**config.mk**
```make
export PLATFORM = sky130hd
export DESIGN_NAME = apb2_cmd_master_flat
export DESIGN_NICKNAME = d
export VERILOG_FILES = /design/src/rtl/apb2_cmd_master_if.sv /design/src/rtl/apb2_cmd_master.sv /design/src/flat_wrapper.sv
export SDC_FILE = /design/constraint.sdc
export NUM_CORES = 1
export LEC_CHECK = 0
export ABC_AREA = 1
export ABC_CLOCK_PERIOD_IN_PS = 2420
export BUFFER_PORTS_ARGS = -buffer_cell sky130_fd_sc_hd__buf_2
export CORE_ASPECT_RATIO = 0.75
export CORE_MARGIN = 2
export CORE_UTILIZATION = 35
export DETAILED_ROUTE_END_ITERATION = 10
export GPL_TIMING_DRIVEN = 0
export PLACE_DENSITY_LB_ADDON = 0.08
export REMOVE_ABC_BUFFERS = 1
export SYNTH_ARGS = -nofsm -noshare
export SYNTH_HDL_FRONTEND = slang
export SYNTH_SLANG_ARGS = --single-unit
export TNS_END_PERCENT = 20
```
**constraint.sdc**
```tcl
create_clock -name pclk -period 2.42 [get_ports pclk]
set_input_delay 0.363 -clock pclk [delete_from_list [all_inputs] [get_ports pclk]]
set_output_delay 0.363 -clock pclk [all_outputs]
set_load 0.02 [all_outputs]
```
**src/rtl/apb2_cmd_master_if.sv**
```systemverilog
// Bundle of the command/response stream and the APB2 bus for apb2_cmd_master.
// master: the initiator's view. slave: the view of whatever sits on the far
// side (command source, response sink and APB peripheral together).
interface apb2_cmd_master_if #(
  parameter int ADDR_WIDTH = 8,
  parameter int DATA_WIDTH = 32
);
  logic                      req_valid;
  logic                      req_ready;
  logic                      req_write;
  logic [ADDR_WIDTH-1:0]     req_addr;
  logic [DATA_WIDTH-1:0]     req_wdata;
  logic [DATA_WIDTH/8-1:0]   req_strb;
  logic                      rsp_valid;
  logic                      rsp_ready;
  logic [DATA_WIDTH-1:0]     rsp_rdata;
  logic                      rsp_err;
  logic                      rsp_timeout;
  logic                      psel;
  logic                      penable;
  logic                      pwrite;
  logic [ADDR_WIDTH-1:0]     paddr;
  logic [DATA_WIDTH-1:0]     pwdata;
  logic [DATA_WIDTH/8-1:0]   pstrb;
  logic [2:0]                pprot;
  logic [DATA_WIDTH-1:0]     prdata;
  logic                      pready;
  logic                      pslverr;

  modport master (
    input  req_valid, req_write, req_addr, req_wdata, req_strb, rsp_ready,
    input  prdata, pready, pslverr,
    output req_ready, rsp_valid, rsp_rdata, rsp_err, rsp_timeout,
    output psel, penable, pwrite, paddr, pwdata, pstrb, pprot
  );

  modport slave (
    output req_valid, req_write, req_addr, req_wdata, req_strb, rsp_ready,
    output prdata, pready, pslverr,
    input  req_ready, rsp_valid, rsp_rdata, rsp_err, rsp_timeout,
    input  psel, penable, pwrite, paddr, pwdata, pstrb, pprot
  );
endinterface

```
**src/rtl/apb2_cmd_master.sv**
```systemverilog
// apb2_cmd_master: turns a valid/ready command stream into single APB2
// transfers (one outstanding) and returns each result on a valid/ready
// response channel.
// Optional build macro APB_MASTER_TIMEOUT_EN: abort an ACCESS phase that has
// waited TIMEOUT_CYCLES cycles without pready; otherwise ACCESS waits forever.
module apb2_cmd_master #(
  parameter int         ADDR_WIDTH     = 8,
  parameter int         DATA_WIDTH     = 32,
  parameter logic [2:0] PPROT_VALUE    = 3'b000,
  parameter int         TIMEOUT_CYCLES = 255
) (
  input logic                 pclk,
  input logic                 preset_n,
  apb2_cmd_master_if.master   bus
);
  localparam int STRB_W = DATA_WIDTH / 8;

  // Elaboration-time guard on parameter legality.
  if ((DATA_WIDTH % 8 != 0) || (TIMEOUT_CYCLES < 1)) begin : g_bad_param
    $error("apb2_cmd_master: DATA_WIDTH must be a multiple of 8 and TIMEOUT_CYCLES >= 1");
  end

  typedef enum logic [1:0] {S_IDLE, S_SETUP, S_ACCESS, S_RESP} state_t;

  state_t                r_state, w_state_nxt;
  logic                  r_psel, w_psel_nxt;
  logic                  r_penable, w_penable_nxt;
  logic                  r_pwrite, w_pwrite_nxt;
  logic [ADDR_WIDTH-1:0] r_paddr, w_paddr_nxt;
  logic [DATA_WIDTH-1:0] r_pwdata, w_pwdata_nxt;
  logic [STRB_W-1:0]     r_pstrb, w_pstrb_nxt;
  logic                  r_rsp_valid, w_rsp_valid_nxt;
  logic [DATA_WIDTH-1:0] r_rsp_rdata, w_rsp_rdata_nxt;
  logic                  r_rsp_err, w_rsp_err_nxt;
  logic                  r_rsp_timeout, w_rsp_timeout_nxt;
  logic                  w_accept;
  logic                  w_timeout_hit;

  assign w_accept = (r_state == S_IDLE) && bus.req_valid;

`ifdef APB_MASTER_TIMEOUT_EN
  localparam int CNT_W = $clog2(TIMEOUT_CYCLES + 1);

  logic [CNT_W-1:0] r_cnt, w_cnt_nxt, w_cnt_inc;

  assign w_cnt_inc = r_cnt + CNT_W'(1);

  // Count stalled ACCESS cycles; the count restarts with every new transfer.
  always_comb begin
    w_cnt_nxt     = r_cnt;
    w_timeout_hit = 1'b0;
    if (w_accept) begin
      w_cnt_nxt = '0;
    end else if ((r_state == S_ACCESS) && !bus.pready) begin
      w_cnt_nxt     = w_cnt_inc;
      w_timeout_hit = (w_cnt_inc == CNT_W'(TIMEOUT_CYCLES));
    end
  end

  // Wait-state counter register.
  always_ff @(posedge pclk or negedge preset_n) begin
    if (!preset_n) r_cnt <= '0;
    else           r_cnt <= w_cnt_nxt;
  end
`else
  assign w_timeout_hit = 1'b0;
`endif

  // Next state and next value of every registered output.
  always_comb begin
    w_state_nxt       = r_state;
    w_psel_nxt        = r_psel;
    w_penable_nxt     = r_penable;
    w_pwrite_nxt      = r_pwrite;
    w_paddr_nxt       = r_paddr;
    w_pwdata_nxt      = r_pwdata;
    w_pstrb_nxt       = r_pstrb;
    w_rsp_valid_nxt   = r_rsp_valid;
    w_rsp_rdata_nxt   = r_rsp_rdata;
    w_rsp_err_nxt     = r_rsp_err;
    w_rsp_timeout_nxt = r_rsp_timeout;
    unique case (r_state)
      S_IDLE: begin
        if (w_accept) begin
          w_paddr_nxt  = bus.req_addr;
          w_pwrite_nxt = bus.req_write;
          w_pwdata_nxt = bus.req_wdata;
          // Reads never carry byte strobes onto the bus.
          w_pstrb_nxt  = bus.req_write ? bus.req_strb : '0;
          w_psel_nxt   = 1'b1;
          w_state_nxt  = S_SETUP;
        end
      end
      S_SETUP: begin
        w_penable_nxt = 1'b1;
        w_state_nxt   = S_ACCESS;
      end
      S_ACCESS: begin
        // A completing slave beats the timeout when both land together.
        if (bus.pready) begin
          w_rsp_rdata_nxt   = r_pwrite ? '0 : bus.prdata;
          w_rsp_err_nxt     = bus.pslverr;
          w_rsp_timeout_nxt = 1'b0;
          w_psel_nxt        = 1'b0;
          w_penable_nxt     = 1'b0;
          w_rsp_valid_nxt   = 1'b1;
          w_state_nxt       = S_RESP;
        end else if (w_timeout_hit) begin
          w_rsp_rdata_nxt   = '0;
          w_rsp_err_nxt     = 1'b1;
          w_rsp_timeout_nxt = 1'b1;
          w_psel_nxt        = 1'b0;
          w_penable_nxt     = 1'b0;
          w_rsp_valid_nxt   = 1'b1;
          w_state_nxt       = S_RESP;
        end
      end
      S_RESP: begin
        if (bus.rsp_ready) begin
          w_rsp_valid_nxt = 1'b0;
          w_state_nxt     = S_IDLE;
        end
      end
      default: w_state_nxt = S_IDLE;
    endcase
  end

  // FSM state register.
  always_ff @(posedge pclk or negedge preset_n) begin
    if (!preset_n) r_state <= S_IDLE;
    else           r_state <= w_state_nxt;
  end

  // Registered APB and response outputs.
  always_ff @(posedge pclk or negedge preset_n) begin
    if (!preset_n) begin
      r_psel        <= 1'b0;
      r_penable     <= 1'b0;
      r_pwrite      <= 1'b0;
      r_paddr       <= '0;
      r_pwdata      <= '0;
      r_pstrb       <= '0;
      r_rsp_valid   <= 1'b0;
      r_rsp_rdata   <= '0;
      r_rsp_err     <= 1'b0;
      r_rsp_timeout <= 1'b0;
    end else begin
      r_psel        <= w_psel_nxt;
      r_penable     <= w_penable_nxt;
      r_pwrite      <= w_pwrite_nxt;
      r_paddr       <= w_paddr_nxt;
      r_pwdata      <= w_pwdata_nxt;
      r_pstrb       <= w_pstrb_nxt;
      r_rsp_valid   <= w_rsp_valid_nxt;
      r_rsp_rdata   <= w_rsp_rdata_nxt;
      r_rsp_err     <= w_rsp_err_nxt;
      r_rsp_timeout <= w_rsp_timeout_nxt;
    end
  end

  assign bus.req_ready   = (r_state == S_IDLE);
  assign bus.psel        = r_psel;
  assign bus.penable     = r_penable;
  assign bus.pwrite      = r_pwrite;
  assign bus.paddr       = r_paddr;
  assign bus.pwdata      = r_pwdata;
  assign bus.pstrb       = r_pstrb;
  assign bus.pprot       = PPROT_VALUE;
  assign bus.rsp_valid   = r_rsp_valid;
  assign bus.rsp_rdata   = r_rsp_rdata;
  assign bus.rsp_err     = r_rsp_err;
  assign bus.rsp_timeout = r_rsp_timeout;
endmodule

```
**src/flat_wrapper.sv**
```systemverilog
// flat-port wrapper written by rule: the top's interface ports become plain ports
module apb2_cmd_master_flat 
#(
  parameter int         ADDR_WIDTH     = 8,
  parameter int         DATA_WIDTH     = 32,
  parameter logic [2:0] PPROT_VALUE    = 3'b000,
  parameter int         TIMEOUT_CYCLES = 255
)
  (pclk, preset_n, bus_req_valid, bus_req_write, bus_req_addr, bus_req_wdata, bus_req_strb, bus_rsp_ready, bus_prdata, bus_pready, bus_pslverr, bus_req_ready, bus_rsp_valid, bus_rsp_rdata, bus_rsp_err, bus_rsp_timeout, bus_psel, bus_penable, bus_pwrite, bus_paddr, bus_pwdata, bus_pstrb, bus_pprot);
  apb2_cmd_master_if #(.ADDR_WIDTH(ADDR_WIDTH), .DATA_WIDTH(DATA_WIDTH)) bus_i ();
  input logic pclk;
  input logic preset_n;
  input wire logic [$bits(bus_i.req_valid)-1:0] bus_req_valid;
  input wire logic [$bits(bus_i.req_write)-1:0] bus_req_write;
  input wire logic [$bits(bus_i.req_addr)-1:0] bus_req_addr;
  input wire logic [$bits(bus_i.req_wdata)-1:0] bus_req_wdata;
  input wire logic [$bits(bus_i.req_strb)-1:0] bus_req_strb;
  input wire logic [$bits(bus_i.rsp_ready)-1:0] bus_rsp_ready;
  input wire logic [$bits(bus_i.prdata)-1:0] bus_prdata;
  input wire logic [$bits(bus_i.pready)-1:0] bus_pready;
  input wire logic [$bits(bus_i.pslverr)-1:0] bus_pslverr;
  output wire logic [$bits(bus_i.req_ready)-1:0] bus_req_ready;
  output wire logic [$bits(bus_i.rsp_valid)-1:0] bus_rsp_valid;
  output wire logic [$bits(bus_i.rsp_rdata)-1:0] bus_rsp_rdata;
  output wire logic [$bits(bus_i.rsp_err)-1:0] bus_rsp_err;
  output wire logic [$bits(bus_i.rsp_timeout)-1:0] bus_rsp_timeout;
  output wire logic [$bits(bus_i.psel)-1:0] bus_psel;
  output wire logic [$bits(bus_i.penable)-1:0] bus_penable;
  output wire logic [$bits(bus_i.pwrite)-1:0] bus_pwrite;
  output wire logic [$bits(bus_i.paddr)-1:0] bus_paddr;
  output wire logic [$bits(bus_i.pwdata)-1:0] bus_pwdata;
  output wire logic [$bits(bus_i.pstrb)-1:0] bus_pstrb;
  output wire logic [$bits(bus_i.pprot)-1:0] bus_pprot;
  assign bus_i.req_valid = bus_req_valid;
  assign bus_i.req_write = bus_req_write;
  assign bus_i.req_addr = bus_req_addr;
  assign bus_i.req_wdata = bus_req_wdata;
  assign bus_i.req_strb = bus_req_strb;
  assign bus_i.rsp_ready = bus_rsp_ready;
  assign bus_i.prdata = bus_prdata;
  assign bus_i.pready = bus_pready;
  assign bus_i.pslverr = bus_pslverr;
  assign bus_req_ready = bus_i.req_ready;
  assign bus_rsp_valid = bus_i.rsp_valid;
  assign bus_rsp_rdata = bus_i.rsp_rdata;
  assign bus_rsp_err = bus_i.rsp_err;
  assign bus_rsp_timeout = bus_i.rsp_timeout;
  assign bus_psel = bus_i.psel;
  assign bus_penable = bus_i.penable;
  assign bus_pwrite = bus_i.pwrite;
  assign bus_paddr = bus_i.paddr;
  assign bus_pwdata = bus_i.pwdata;
  assign bus_pstrb = bus_i.pstrb;
  assign bus_pprot = bus_i.pprot;
  apb2_cmd_master #(.ADDR_WIDTH(ADDR_WIDTH), .DATA_WIDTH(DATA_WIDTH), .PPROT_VALUE(PPROT_VALUE), .TIMEOUT_CYCLES(TIMEOUT_CYCLES)) u_core (.pclk(pclk), .preset_n(preset_n), .bus(bus_i));
endmodule
```
Word-level counts from Yosys, hierarchy flattened
Cells that the tools add are included.

operators by class
  equal/unequal tests = 6
  reduce and logical (&&, ||, !) cells = 11
  multiplexer cells = 13

operators with widths
  operator                                                count
  two-way mux 32 bit                                      1
  AND reduction 3 bit                                     3
  case mux 2 bit (4 select lines)                         1
  two-way mux 2 bit                                       3
  case mux 1 bit (2 select lines)                         3
  AND reduction 2 bit                                     3
  nonzero test 2 bit                                      3
  == test 2 bit (second input constant)                   2
  two-way mux 1 bit                                       4
  two-way mux 4 bit                                       1
  inequality test 2 bit (second input constant)           2
  == test 2 x 1 -> 1 bit (second input constant)          1
  zero test 2 bit                                         1
  inequality test 2 x 1 -> 1 bit (second input constant)  1
  logical AND 1 bit                                       1

word-level totals
  word-level logic and storage cells = 40
  register bits = 83
  output and inout bits = 86
  input bits = 83

Depth between registers and ports, before layout
  word-level depth = 4
  depth in mapped cells = 7
  gate-level depth less buffers = 7

Least setup slack after synthesis
No wires, ideal clock.

  kind = register to register
  start = register u_core.r_state[0]
  end = register u_core.r_rsp_rdata[0], in the netlist u_core.bus.rsp_rdata[0]
  arrival time = 1,178 ps
  buffers on the path = 2
  required time = 2,293 ps
  setup time = 127 ps
  stages on the path, launching flop included = 8
  period minus slack after synthesis = 1,305 ps
  setup slack = 1,115 ps
  cells stage by stage = dfrtp_1 -> inv_1 -> ha_1 -> nand2_2 -> buf_6 -> buf_6 -> nand2_1 -> o21ai_0

between the ends
  word-level cells in the longest chain between the ends = 2

ends and longest elaborated chain
  item                                  line                    source
  start, declared                       apb2_cmd_master.sv:25   state_t r_state, w_state_nxt;
  start signal, assigned                apb2_cmd_master.sv:131  else r_state <= w_state_nxt;
  == test 2 bit                         apb2_cmd_master.sv:82   unique case (r_state)
  AND reduction 2 bit (no source line)  -
  end signal, assigned                  apb2_cmd_master.sv:155  r_rsp_rdata <= w_rsp_rdata_nxt;
  end, declared                         apb2_cmd_master.sv:33   logic [DATA_WIDTH-1:0] r_rsp_rdata, w_rsp_rdata_nxt;

Every way passes these cells.
A chain may end at the register's enable or synchronous reset.

Worst setup path after layout
  start = register u_core.r_state[0]
  end = register u_core.r_pwrite, in the netlist u_core.bus.pwrite

between the ends
  word-level cells in the longest chain between the ends = 3

ends and longest elaborated chain
  item                                      line                                          source
  zero test 2 bit (*)                       apb2_cmd_master.sv:39, apb2_cmd_master.sv:82
  logical AND 1 bit                         apb2_cmd_master.sv:39                         assign w_accept = (r_state == S_IDLE) && bus.req_valid;
  AND reduction 2 bit (no source line) (*)  -
  end signal, assigned                      apb2_cmd_master.sv:150                        r_pwrite <= w_pwrite_nxt;
  end, declared                             apb2_cmd_master.sv:28                         logic r_pwrite, w_pwrite_nxt;

Mark *: on every way between the ends. The rest lies on a longest branch, timed or not.

==> results.py <==
metrics = {
    "outcome": {
        "status": "finished, final reports clean",
    },
    "route": {
        "ant_nets": 0,
        "viasPerCell": 4.26,
        "wirelength_mm": 8.27,
        "drt_pre_antenna_iters": 4,
        "drt_iter0_markers": 142,
        "vias": 2895,
        "routedWlPerCell_um": 12.2,
        "route.detailed.drc": 0,
    },
    "floorplan": {
        "start_util_pct": 35.7,
        "io_pins": 169,
        "fp.coreArea_um2": 9620,
        "dieHeight_um": 89.8,
        "core.rowCount": 31,
        "fp.dieArea_um2": 10600,
        "die_x_um": 118,
    },
    "final_layout": {
        "nets": 631,
        "final_cell_mix": "212 x nand2_1, 163 x buf_2, 83 x dfrtp_1",
        "register_area_um2": 2080,
        "syn_to_final_growth_pct": 33.9,
        "final_cell_area_um2": 4600,
        "fillers": 1005,
        "layout-drive-gt1-share_pct": 34.2,
        "final_cells": 679,
        "multi_input_area_um2": 1160,
        "final_common_cell": "nand2_1",
        "diodes": 0,
    },
    "sta": {
        "clock_skew_ns": 0.00566,
        "timing.hold.ws_ns": 0.227,
        "worst_pin_slew_ns": 1.08,
        "post-route-period-util_pct": 91.0,
        "fin_crit_ns": 2.20,
        "slew_viol_final": 0,
        "rsz0062_at_grt": "no",
        "setup_viol": 0,
        "fmaxAchievable_mhz": 454,
        "hold_violations": 0,
        "finalSetupTns_ns": 0,
        "relSlewSlack_pct": 27.7,
    },
    "clock_network": {
        "clk_latency_ns": 0.33,
        "post_cts_buffers": 0,
        "clock_path_buffers": 2,
        "cts.clk_slew.worst_paths_ns": 0.06,
        "clock_sink_count": 83,
        "cts_tree": "done",
        "cts.htree.levels": 3,
        "numCtsBuffers": 9,
        "ctsRootBufferMaster": "clkbuf_16",
    },
    "worst_hold_path": {
        "hp-start": "bus_req_wdata[3]",
        "whs_path_depth": 3,
        "hold_class": "in2reg",
        "worstHoldEndpoint": "u_core.bus.pwdata[3]",
    },
    "placement": {
        "port_buffers": 164,
        "post-dp-hpwl_mm": 5.63,
        "dp.cells": 662,
        "gp_congestion": 0.726,
        "dpl-instance-area_um2": 4300,
    },
    "yosys": {
        "synth_cells": 385,
        "yosys_warnings": 0,
        "synth-seq-area-share_pct": 60.4,
        "ys_ff_latch": 83,
        "syn_avg_cell_area_um2": 8.93,
        "yosysUniqueCellTypes": 18,
        "synth.cell_area_um2": 3440,
    },
    "worst_setup_path": {
        "worstPathRequired_ns": 2.58,
        "cp-start-kind": "flop",
        "reg2reg_depth": 5,
        "worstReg2RegStart": "u_core.r_state[0]",
        "crit_path_top_delay_cell": "nand2_2",
        "path_buf_inv": 2,
        "cpPeakStageDelay_ns": 0.53,
        "reg2reg_slack_ns": 0.22,
        "cp-end-kind": "flop",
        "reg2reg_to": "u_core.bus.pwrite",
        "crit_chain": "inv_1 > ha_1 > nand2_2 > inv_6 > o21ai_0",
        "crit_arrival_ns": 2.37,
        "cp_max_fo": 49,
        "critical_path_class": "reg2reg",
        "critical_path.top_delay_family": "buffers and inverters",
    },
    "global_routing": {
        "grt_pass1_vias": 2706,
        "antenna_found_initial": 0,
        "grt_pass1_wl_mm": 13.8,
        "overflow": 0,
        "grt_max_degree": 68,
        "track_usage_pct": 16.2,
    },
    "power_and_ir_drop": {
        "power-per-cell-area_nw_per_um2": 1380,
        "power.total_mw": 6.36,
        "p_leak_nw": 2.66,
        "peakVddDrop_v": 0.000694,
    },
    "run": {
        "drv_cap": 0,
    },
}
-- layout make-up --
class | count | area share (%)
timing repair buffer | 166 | 18.7
multi-input combinational | 271 | 25.3
clock inverter | 2 | 0.761
inverter | 11 | 1.01
tap | 132 | 3.59
clock buffer | 14 | 5.52
sequential | 83 | 45.1
-- through the flow --
stage               setup WS (ns)  utilization, %
global placement           -0.772            44.4
finish                      0.218            47.9
global route               0.0255            47.9
detailed placement        -0.0791            44.7
CTS                         0.100            47.8
floorplan                   0.192               -
-- timing repair --
action / 4_1_cts / 5_1_grt
hold buffers: 1 / 0
resized for setup: 1 / 1
endpoints found under the setup margin: 41 / 40
hold endpoints to repair: 16 / 0
gates cloned: 0 / 0
-- cells in the mapped netlist --
| cell type | count | share of area (%) |
|---|---|---|
| a21o_1 | 1 | 0.22 |
| a21oi_1 | 2 | 0.29 |
| buf_2 | 9 | 1.3 |
| buf_4 | 5 | 1.1 |
| buf_6 | 7 | 2.3 |
| clkbuf_1 | 2 | 0.22 |
| conb_1 | 1 | 0.11 |
| dfrtp_1 | 83 | 60 |
| ha_1 | 6 | 2.2 |
| inv_1 | 10 | 1.1 |
| inv_2 | 1 | 0.11 |
| nand2_1 | 213 | 23 |
| nand2_2 | 1 | 0.18 |
| nand3_1 | 5 | 0.73 |
| nand4_1 | 2 | 0.36 |
| o21ai_0 | 28 | 4.1 |
| o21ai_1 | 2 | 0.29 |
| o21ai_2 | 7 | 1.8 |
-- how the worst max path moves through the flow --
stage,startpoint,end,slack [ns],depth (start not counted)
2_1_floorplan,u_core.r_state[0],u_core.bus.pwrite,0.19,6
3_3_place_gp,u_core.r_state[0],u_core.bus.pwrite,-0.77,6
3_5_place_dp,u_core.r_state[0],u_core.bus.pwrite,-0.08,5
4_1_cts,u_core.r_state[0],u_core.bus.pwrite,0.10,6
5_1_grt,u_core.r_state[0],u_core.bus.pwrite,0.03,5
6_report,u_core.r_state[0],u_core.bus.pwrite,0.22,5
-- power breakdown --
part           total (mW)  switching, mW  internal (mW)
sequential           2.30          0.300           2.00
combinational        2.73           1.85          0.883
clock                1.33          0.501          0.827
total                6.36           2.65           3.71
-- state kept, by name, summed over array words and instances (netlist names) --
signal                count
u_core.bus.psel           1
u_core.bus.rsp_err        1
u_core.r_state            2
u_core.bus.pwdata        32
u_core.bus.rsp_valid      1
u_core.bus.paddr          8
u_core.bus.pwrite         1
u_core.bus.penable        1
u_core.bus.pstrb          4
u_core.bus.rsp_rdata     32
-- worst register-to-register path: stages (launching register included) --
cell	delay (ns)
dfrtp_1	0.43
inv_1	0.16
ha_1	0.21
nand2_2	0.53
inv_6	0.56
o21ai_0	0.16
-- cell families after synthesis --
family,share of synthesized area (%)
AO/OA/AOI/OAI,6.66
AND/OR/NAND/NOR,24.5
buffers and inverters,6.11
other,0.109
adder cells (fa/ha/maj),2.18
flip-flops,60.4
-- layer usage --
layer	up-vias	GRT usage, %	part of all wire [%]
met5	-	0	0
met4	0	5.06	1.2
met3	9	4.95	5.5
met2	96	25.9	47
met1	1297	21.3	47
li1	1493	-	-
No activity file was read; power rests on OpenSTA's default activity.
